File: src/rtl/pattern_scan_ctrl_if.sv
// Config, serial-lane and status bundle for pattern_scan_ctrl.
// The master drives configuration and data; the slave (the scanner) drives status.
interface pattern_scan_ctrl_if #(
    parameter int PAT_W = 4,
    parameter int CNT_W = 8
);
    logic             cfg_valid;
    logic             cfg_ready;
    logic [PAT_W-1:0] cfg_pattern;
    logic [CNT_W-1:0] cfg_target;
    logic             cfg_overlap;
    logic             abort;
    logic             in_valid;
    logic             in_bit;
    logic             match;
    logic [CNT_W-1:0] match_cnt;
    logic             busy;
    logic             done;

    modport master (
        output cfg_valid, cfg_pattern, cfg_target, cfg_overlap, abort, in_valid, in_bit,
        input  cfg_ready, match, match_cnt, busy, done
    );

    modport slave (
        input  cfg_valid, cfg_pattern, cfg_target, cfg_overlap, abort, in_valid, in_bit,
        output cfg_ready, match, match_cnt, busy, done
    );
endinterface

File: src/rtl/pattern_scan_ctrl.sv
// Programmable serial pattern scanner: matches a stored PAT_W-bit pattern on a gated
// bit stream, counts occurrences and signals completion when a target count is reached.
module pattern_scan_ctrl #(
    parameter int PAT_W = 4,
    parameter int CNT_W = 8
) (
    input  logic                clk,
    input  logic                rst,
    pattern_scan_ctrl_if.slave  bus
);
    localparam int              FILL_W    = $clog2(PAT_W + 1);
    localparam logic [FILL_W-1:0] FILL_FULL = FILL_W'(PAT_W);
    localparam logic [FILL_W-1:0] FILL_ONE  = FILL_W'(1);
    localparam logic [FILL_W-1:0] FILL_ZERO = FILL_W'(0);
    localparam logic [CNT_W-1:0]  CNT_MAX   = {CNT_W{1'b1}};
    localparam logic [CNT_W-1:0]  CNT_ONE   = CNT_W'(1);
    localparam logic [CNT_W-1:0]  CNT_ZERO  = {CNT_W{1'b0}};

    typedef enum logic [1:0] {
        ST_IDLE  = 2'd0,
        ST_ARMED = 2'd1,
        ST_DONE  = 2'd2
    } state_t;

    state_t             state_r, state_nxt_s;
    logic [PAT_W-1:0]   hist_r, hist_nxt_s;
    logic [FILL_W-1:0]  fill_r, fill_nxt_s;
    logic [PAT_W-1:0]   pat_r, pat_nxt_s;
    logic [CNT_W-1:0]   tgt_r, tgt_nxt_s;
    logic               ovl_r, ovl_nxt_s;
    logic [CNT_W-1:0]   cnt_r, cnt_nxt_s;
    logic               match_r, match_nxt_s;
    logic               busy_r, done_r, ready_r;

    logic [PAT_W-1:0]   shift_s;
    logic [FILL_W-1:0]  fill_inc_s;
    logic [CNT_W-1:0]   cnt_inc_s;
    logic               hit_s;

    // State register and registered status outputs, all derived from the next state.
    always_ff @(posedge clk) begin
        if (rst) begin
            state_r <= ST_IDLE;
            hist_r  <= {PAT_W{1'b0}};
            fill_r  <= FILL_ZERO;
            pat_r   <= {PAT_W{1'b0}};
            tgt_r   <= CNT_ZERO;
            ovl_r   <= 1'b0;
            cnt_r   <= CNT_ZERO;
            match_r <= 1'b0;
            busy_r  <= 1'b0;
            done_r  <= 1'b0;
            ready_r <= 1'b1;
        end else begin
            state_r <= state_nxt_s;
            hist_r  <= hist_nxt_s;
            fill_r  <= fill_nxt_s;
            pat_r   <= pat_nxt_s;
            tgt_r   <= tgt_nxt_s;
            ovl_r   <= ovl_nxt_s;
            cnt_r   <= cnt_nxt_s;
            match_r <= match_nxt_s;
            busy_r  <= (state_nxt_s == ST_ARMED);
            done_r  <= (state_nxt_s == ST_DONE);
            ready_r <= (state_nxt_s != ST_ARMED);
        end
    end

    // Next-state, shift/match evaluation and counter update.
    always_comb begin
        state_nxt_s = state_r;
        hist_nxt_s  = hist_r;
        fill_nxt_s  = fill_r;
        pat_nxt_s   = pat_r;
        tgt_nxt_s   = tgt_r;
        ovl_nxt_s   = ovl_r;
        cnt_nxt_s   = cnt_r;
        match_nxt_s = 1'b0;

        // Match is judged on the post-shift history, so the completing bit counts at once.
        shift_s    = {hist_r[PAT_W-2:0], bus.in_bit};
        fill_inc_s = (fill_r == FILL_FULL) ? fill_r : (fill_r + FILL_ONE);
        cnt_inc_s  = (cnt_r == CNT_MAX) ? cnt_r : (cnt_r + CNT_ONE);
        hit_s      = (fill_inc_s == FILL_FULL) && (shift_s == pat_r);

        case (state_r)
            ST_IDLE, ST_DONE: begin
                if (bus.cfg_valid) begin
                    pat_nxt_s   = bus.cfg_pattern;
                    tgt_nxt_s   = bus.cfg_target;
                    ovl_nxt_s   = bus.cfg_overlap;
                    cnt_nxt_s   = CNT_ZERO;
                    hist_nxt_s  = {PAT_W{1'b0}};
                    fill_nxt_s  = FILL_ZERO;
                    state_nxt_s = ST_ARMED;
                end else begin
                    state_nxt_s = state_r;
                end
            end
            ST_ARMED: begin
                if (bus.abort) begin
                    state_nxt_s = ST_IDLE;
                end else if (bus.in_valid) begin
                    hist_nxt_s = shift_s;
                    fill_nxt_s = fill_inc_s;
                    if (hit_s) begin
                        match_nxt_s = 1'b1;
                        cnt_nxt_s   = cnt_inc_s;
                        if (!ovl_r) begin
                            fill_nxt_s = FILL_ZERO;
                        end else begin
                            fill_nxt_s = fill_inc_s;
                        end
                        if ((tgt_r != CNT_ZERO) && (cnt_inc_s == tgt_r)) begin
                            state_nxt_s = ST_DONE;
                        end else begin
                            state_nxt_s = ST_ARMED;
                        end
                    end else begin
                        match_nxt_s = 1'b0;
                    end
                end else begin
                    state_nxt_s = ST_ARMED;
                end
            end
            default: begin
                state_nxt_s = ST_IDLE;
            end
        endcase
    end

    assign bus.cfg_ready = ready_r;
    assign bus.match     = match_r;
    assign bus.match_cnt = cnt_r;
    assign bus.busy      = busy_r;
    assign bus.done      = done_r;
endmodule
File: src/flat_wrapper.sv
// flat-port wrapper written by rule: the top's interface ports become plain ports
module pattern_scan_ctrl_flat 
#(
    parameter int PAT_W = 4,
    parameter int CNT_W = 8
)
  (clk, rst, bus_cfg_valid, bus_cfg_pattern, bus_cfg_target, bus_cfg_overlap, bus_abort, bus_in_valid, bus_in_bit, bus_cfg_ready, bus_match, bus_match_cnt, bus_busy, bus_done);
  pattern_scan_ctrl_if #(.PAT_W(PAT_W), .CNT_W(CNT_W)) bus_i ();
  input  logic clk;
  input  logic rst;
  input wire logic [$bits(bus_i.cfg_valid)-1:0] bus_cfg_valid;
  input wire logic [$bits(bus_i.cfg_pattern)-1:0] bus_cfg_pattern;
  input wire logic [$bits(bus_i.cfg_target)-1:0] bus_cfg_target;
  input wire logic [$bits(bus_i.cfg_overlap)-1:0] bus_cfg_overlap;
  input wire logic [$bits(bus_i.abort)-1:0] bus_abort;
  input wire logic [$bits(bus_i.in_valid)-1:0] bus_in_valid;
  input wire logic [$bits(bus_i.in_bit)-1:0] bus_in_bit;
  output wire logic [$bits(bus_i.cfg_ready)-1:0] bus_cfg_ready;
  output wire logic [$bits(bus_i.match)-1:0] bus_match;
  output wire logic [$bits(bus_i.match_cnt)-1:0] bus_match_cnt;
  output wire logic [$bits(bus_i.busy)-1:0] bus_busy;
  output wire logic [$bits(bus_i.done)-1:0] bus_done;
  assign bus_i.cfg_valid = bus_cfg_valid;
  assign bus_i.cfg_pattern = bus_cfg_pattern;
  assign bus_i.cfg_target = bus_cfg_target;
  assign bus_i.cfg_overlap = bus_cfg_overlap;
  assign bus_i.abort = bus_abort;
  assign bus_i.in_valid = bus_in_valid;
  assign bus_i.in_bit = bus_in_bit;
  assign bus_cfg_ready = bus_i.cfg_ready;
  assign bus_match = bus_i.match;
  assign bus_match_cnt = bus_i.match_cnt;
  assign bus_busy = bus_i.busy;
  assign bus_done = bus_i.done;
  pattern_scan_ctrl #(.PAT_W(PAT_W), .CNT_W(CNT_W)) u_core (.clk(clk), .rst(rst), .bus(bus_i));
endmodule
File: config.mk
export PLATFORM = sky130hd
export DESIGN_NAME = pattern_scan_ctrl_flat
export DESIGN_NICKNAME = d
export VERILOG_FILES = /design/src/rtl/pattern_scan_ctrl_if.sv /design/src/rtl/pattern_scan_ctrl.sv /design/src/flat_wrapper.sv
export SDC_FILE = /design/constraint.sdc
export NUM_CORES = 1
export LEC_CHECK = 0
export CORE_AREA = 2 2 62 64
export DETAILED_ROUTE_END_ITERATION = 7
export DIE_AREA = 0 0 64 66
export GPL_TIMING_DRIVEN = 0
export PLACE_DENSITY_LB_ADDON = 0.15
export SYNTH_ARGS = -nofsm -noshare
export SYNTH_HDL_FRONTEND = slang
export SYNTH_SLANG_ARGS = --single-unit
File: constraint.sdc
create_clock -name clk -period 2.7 [get_ports clk]
set_input_delay 0.54 -clock clk [delete_from_list [all_inputs] [get_ports clk]]
set_output_delay 0.54 -clock clk [all_outputs]
set_load 0.005 [all_outputs]
; ---- Yosys cells after proc, flatten, opt, wreduce, memory -nomap -nowiden
; Index checks and enable logic that the tools add are counted.
[word_totals]
regBits = 33
latchBits = 0
ram_bits = 0
romBits = 0
input_bits = 19
output_inout_bits = 12
word_cells = 63
memories = 0
[op_classes]
addsub = 2
n_mul = 0
div_mod_pow = 0
n_lt_le_gt_ge = 0
eq_ne = 14
shift = 0
mux = 24
bitwise = 2
n_reduce_logical = 10
[ops]
columns = op, n
row1 = $mux W8, 5
row2 = $mux W3, 9
row3 = $pmux W8 S2, 1
row4 = $pmux W3 S2, 2
row5 = $mux W2, 5
row6 = $add A8 B1 Y8 const B, 1
row7 = $eq A8 B8 Y1, 1
row8 = $eq A8 B8 Y1 const B, 1
row9 = $reduce_bool A8 Y1, 1
row10 = $eq A3 B3 Y1 const B, 2
row11 = $ne A2 B2 Y1 const B, 3
row12 = $reduce_and A5 Y1, 1
row13 = $eq A2 B1 Y1 const B, 2
row14 = $eq A2 B2 Y1 const B, 2
row15 = $eq A4 B4 Y1, 1
row16 = $ne A2 B1 Y1 const B, 2
row17 = $pmux W2 S2, 1
row18 = $reduce_and A4 Y1, 1
row19 = $reduce_or A4 Y1, 1
row20 = $add A3 B1 Y3 const B, 1
row21 = $logic_and A1 B1 Y1, 2
row22 = $logic_not A2 Y1, 1
row23 = $not A1 Y1, 2
row24 = $reduce_and A2 Y1, 1
row25 = other kinds (3), 3

; ---- Longest topological paths before layout
[depth]
ltp_word = 10
mapped_depth = 9
mapped_depth_nobuf = 9

; ---- Worst setup path after synthesis
; OpenSTA, ideal clock, no wires.
[synth_path]
path_kind = reg-to-reg
start = register u_core.cnt_r[0] (netlist: u_core.bus.match_cnt[0])
end = register u_core.busy_r (netlist: u_core.bus.busy)
setup_ps = 120
t_arrival_ps = 2197
slack_ps = 383
path_stages_with_launch = 8
path_cell_list = dfxtp_1 ha_1 clkbuf_1 nand3_1 nor3b_1 o22ai_1 a2111o_1 o31a_1
[synth_between]
elab_chain_len = 10
word_cells_on_any_way = 11
cone_classes = add/sub: 1 / eq/ne: 3 / mux: 6 / reduce/logical: 1
[synth_rtl]
columns = item, line_no
row1 = "start, declared", pattern_scan_ctrl.sv:31  ; logic [CNT_W-1:0] cnt_r, cnt_nxt_s;
row2 = "start signal, assigned", pattern_scan_ctrl.sv:61  ; cnt_r <= cnt_nxt_s;
row3 = $add A8 B1 Y8 / $eq A8 B8 Y1 (equally long branches), pattern_scan_ctrl.sv:83  ; cnt_inc_s = (cnt_r == CNT_MAX) ? cnt_r : (cnt_r + CNT_ONE);
row4 = $mux W8 (*), pattern_scan_ctrl.sv:83
row5 = $eq A8 B8 Y1 (*), pattern_scan_ctrl.sv:114  ; if ((tgt_r != CNT_ZERO) && (cnt_inc_s == tgt_r)) begin
row6 = $logic_and A1 B1 Y1 (*), pattern_scan_ctrl.sv:114
row7 = $mux W2 (*), pattern_scan_ctrl.sv:114
row8 = $mux W2 (*), pattern_scan_ctrl.sv:106  ; if (hit_s) begin
row9 = $mux W2 (*), pattern_scan_ctrl.sv:103  ; end else if (bus.in_valid) begin
row10 = $mux W2 (*), pattern_scan_ctrl.sv:101  ; if (bus.abort) begin
row11 = $pmux W2 S2 (*), pattern_scan_ctrl.sv:86  ; case (state_r)
row12 = $eq A2 B1 Y1 (*), pattern_scan_ctrl.sv:63  ; busy_r <= (state_nxt_s == ST_ARMED);
row13 = "end signal, assigned", pattern_scan_ctrl.sv:63
row14 = "end, declared", pattern_scan_ctrl.sv:33  ; logic busy_r, done_r, ready_r;
; Mark *: on every way between the ends. The rest lies on a longest branch, timed or not.
; A chain may end at the register's enable or synchronous reset.

; ---- Final worst setup path
[layout_path]
start = register u_core.fill_r[0]
end = register u_core.cnt_r[6] (netlist: u_core.bus.match_cnt[6])
[layout_between]
elab_chain_len = 6
word_cells_on_any_way = 7
cone_classes = add/sub: 1 / eq/ne: 3 / mux: 1 / reduce/logical: 2
[layout_rtl]
columns = item, line_no
row1 = "start, declared", pattern_scan_ctrl.sv:27  ; logic [FILL_W-1:0] fill_r, fill_nxt_s;
row2 = "start signal, assigned", pattern_scan_ctrl.sv:57  ; fill_r <= fill_nxt_s;
row3 = $add A3 B1 Y3 / $eq A3 B3 Y1 (equally long branches), pattern_scan_ctrl.sv:82  ; fill_inc_s = (fill_r == FILL_FULL) ? fill_r : (fill_r + FILL_ONE);
row4 = $mux W3 (*), pattern_scan_ctrl.sv:82
row5 = $eq A3 B3 Y1 (*), pattern_scan_ctrl.sv:84  ; hit_s = (fill_inc_s == FILL_FULL) && (shift_s == pat_r);
row6 = $logic_and A1 B1 Y1 (*), pattern_scan_ctrl.sv:84
row7 = $ne A2 B1 Y1 (no line) (*), n/a
row8 = $reduce_and A5 Y1 (no line) (*), n/a
; Marked as above.

==> out/results.tsv <==
stage	metric	value	unit
timing	fmax	0.3923	GHz
yosys	avgSynthCellArea	8.163	um^2
timing	relSlewSlack	0.7042	
routing	via_count	1635	
grt	grt_first_pass_wirelength	6762	um
setup_path	path_class	register to register	
finish	layout_common_cells	nand2_1, dfxtp_1, clkdlybuf4s50_1	
finish	num_antenna_cells	0	
clock_network	clock_latency	350	ps
flow_run	drv_cap	0	
clock_network	clockBufferDepth	2	
clock_network	h-tree-depth	2	
finish	final_common_cell	nand2_1	
die	initial_core_util	0.4827	
yosys	synth.distinct_cells	45	
place	dpl.hpwl	2734	um
timing	tightest_slew	443.7	ps
yosys	synth_top_cell_area_share	0.3854	
yosys	async_reset_ff_frac	0	
routing	vias_per_cell	5.378	
yosys	ys_seq_area_frac	0.3854	
run_status	status	completed	
yosys	synth_area	1714	um^2
yosys	synth_edf_count	0	
yosys	yosysWarnings	0	
place	gp_congestion	0.8253	
min_path	whs_path_depth	2	
timing	worst_slack	150.9	ps
power_and_ir_drop	pwr_density_cell	459.4	nW/um^2
timing	skew	4.363	ps
power_and_ir_drop	leakage	0.8389	nW
yosys	synthesis.nets	232	
routing	route.detailed.drc	0	
die	die_x	64	um
routing	wirelength	3967	um
grt	grt_start_max_net_pins	11	
setup_path	rrSetupSlack	150	ps
setup_path	cp-start-kind	register	
yosys	synth_top_area_cell	dfxtp_1	
timing	slew_viol_final	0	
finish	nets	277	
grt	grt-ovfl-total	0	
setup_path	cp.arrival	2790	ps
setup_path	crit_fanout	3	
routing	drt-wirelength-per-cell	13.05	um
setup_path	r2r_cells	9	
finish	finish.utilization	0.6293	
die	core-area	3551	um^2
place	port_buffers	30	
yosys	synth_cells	210	
die	die_y	66	um
timing	period_share	0.9441	
clock_network	cts-root-buf	clkbuf_4	
die	num_rows	22	
clock_network	cts_made_buffers	5	
grt	antenna_found_initial	0	
setup_path	crit_path_end_kind	register	
die	dieArea	4224	um^2
min_path	hold_path_class	register to register	
die	io_pins	31	
setup_path	cp_data_required_time	2940	ps
routing	ant_nets	0	
yosys	synthTopCellsByArea	dfxtp_1, nand2_1, a21oi_1	
clock_network	clkSinkCount	33	
yosys	synthFlopType	dfxtp_1	
timing	layout_min_cycle_time	2549	ps
grt	grt_pass1_vias	1515	
clock_network	cts_tree	built	
timing	setup_viol	0	
place	pre_cts_ws	-103.5	ps
clock_network	path_clk_slew	100	ps
routing	dr.pass1.iters	4	
routing	drt-initial-drc-count	144	
finish	fillCellCount	318	
yosys	synth-seq-cells	33	
timing	hold_viol	0	
power_and_ir_drop	peakVddDrop	0.2585	mV
finish	drive_gt1_frac	0.1133	
finish	synthToLayoutAreaGrowth	30.36	%
grt	track_usage	0.2048	
-- routing by layer --
layer  wire length, um  share of wire  track usage  up-vias
met3               230          0.058      0.04429        8
met1              1915           0.48       0.2698      734
met5                 0              0            0        -
li1                  -              -            -      842
met2              1741           0.44       0.3164       51
met4                80          0.020       0.1005        0
-- Yosys cell counts, drive strengths merged, types with 4 or more instances --
library cell	count
a21oi	26
xnor2	5
nand2	34
nor2	9
xor2	6
inv	7
o21ai	9
and3	7
nand3	13
nor3	5
mux2i	4
clkbuf	6
dfxtp	33
-- through the flow --
stage / instance area [um^2] / hold slack [ps] / power, mW / instances / setup TNS (ps)
floorplan: 1714 / 436.3 / 0.5888 / 210 / 0
global placement: 2074 / 447.9 / 0.6390 / 288 / -242.6
detailed placement: 2074 / 449.9 / 0.6396 / 288 / -308.8
CTS: 2160 / 464.2 / 1.031 / 296 / 0
global route: 2235 / 493.5 / 1.073 / 304 / -2.953
finish: 2235 / 458.7 / 1.027 / 304 / 0
-- report_power, final --
| group | switching (mW) | leakage (nW) | internal [mW] |
|---|---|---|---|
| Clock | 0.175 | 0.0455 | 0.221 |
| Sequential | 0.0129 | 0.269 | 0.502 |
| Combinational | 0.0569 | 0.525 | 0.0580 |
| Total | 0.245 | 0.839 | 0.781 |
-- cell families (layout without fill, tap and decap cells) --
group,Yosys count,count (layout),share of synthesized area
AOI/OAI and AO/OA,57,57,0.2088
muxes,4,4,0.02336
buffers and inverters,17,63,0.05182
adders and majority gates,3,3,0.02190
xor gates and xnor gates,11,11,0.05620
and+or+nand+nor,85,85,0.2526
DFF,33,33,0.3854
-- worst paths after layout --
path | to | from
hold reg to reg | u_core.ovl_r | u_core.ovl_r
hold / removal | u_core.ovl_r | u_core.ovl_r
setup / recovery | u_core.bus.match_cnt[6] | u_core.fill_r[0]
setup reg to reg | u_core.bus.match_cnt[6] | u_core.fill_r[0]
-- cell type report --
cell class                 count  area (um^2)  area share
multi-input combinational    160        977.2      0.4373
timing repair buffer          38        357.8      0.1601
tap                           48        60.06     0.02688
inverter                       8        33.78     0.01512
clock buffer                   7        55.05     0.02464
sequential                    33        660.6      0.2956
buffer                         9        60.06     0.02688
clock inverter                 1        30.03     0.01344
-- what timing repair did --
item	in CTS	in global routing
setup endpoints to repair	0	12
hold buffers	0	0
buffers inserted	0	8
resized for setup	0	5
-- critical path: stages (launching register included) --
cell,delay [ps]
dfxtp_1,370
inv_1,90
ha_1,310
o21bai_1,160
or4_4,540
nor4_4,280
buf_4,170
buf_4,100
a41oi_1,100
a2111oi_0,330
-- flip-flops by register name (all words and copies together) (netlist names) --
signal	count
u_core.bus.match	1
u_core.fill_r	3
u_core.bus.cfg_ready	1
u_core.bus.busy	1
u_core.bus.done	1
u_core.tgt_r	8
u_core.pat_r	4
u_core.state_r	2
u_core.bus.match_cnt	8
u_core.ovl_r	1
u_core.hist_r	3
Power figures use the tool's default switching activity.
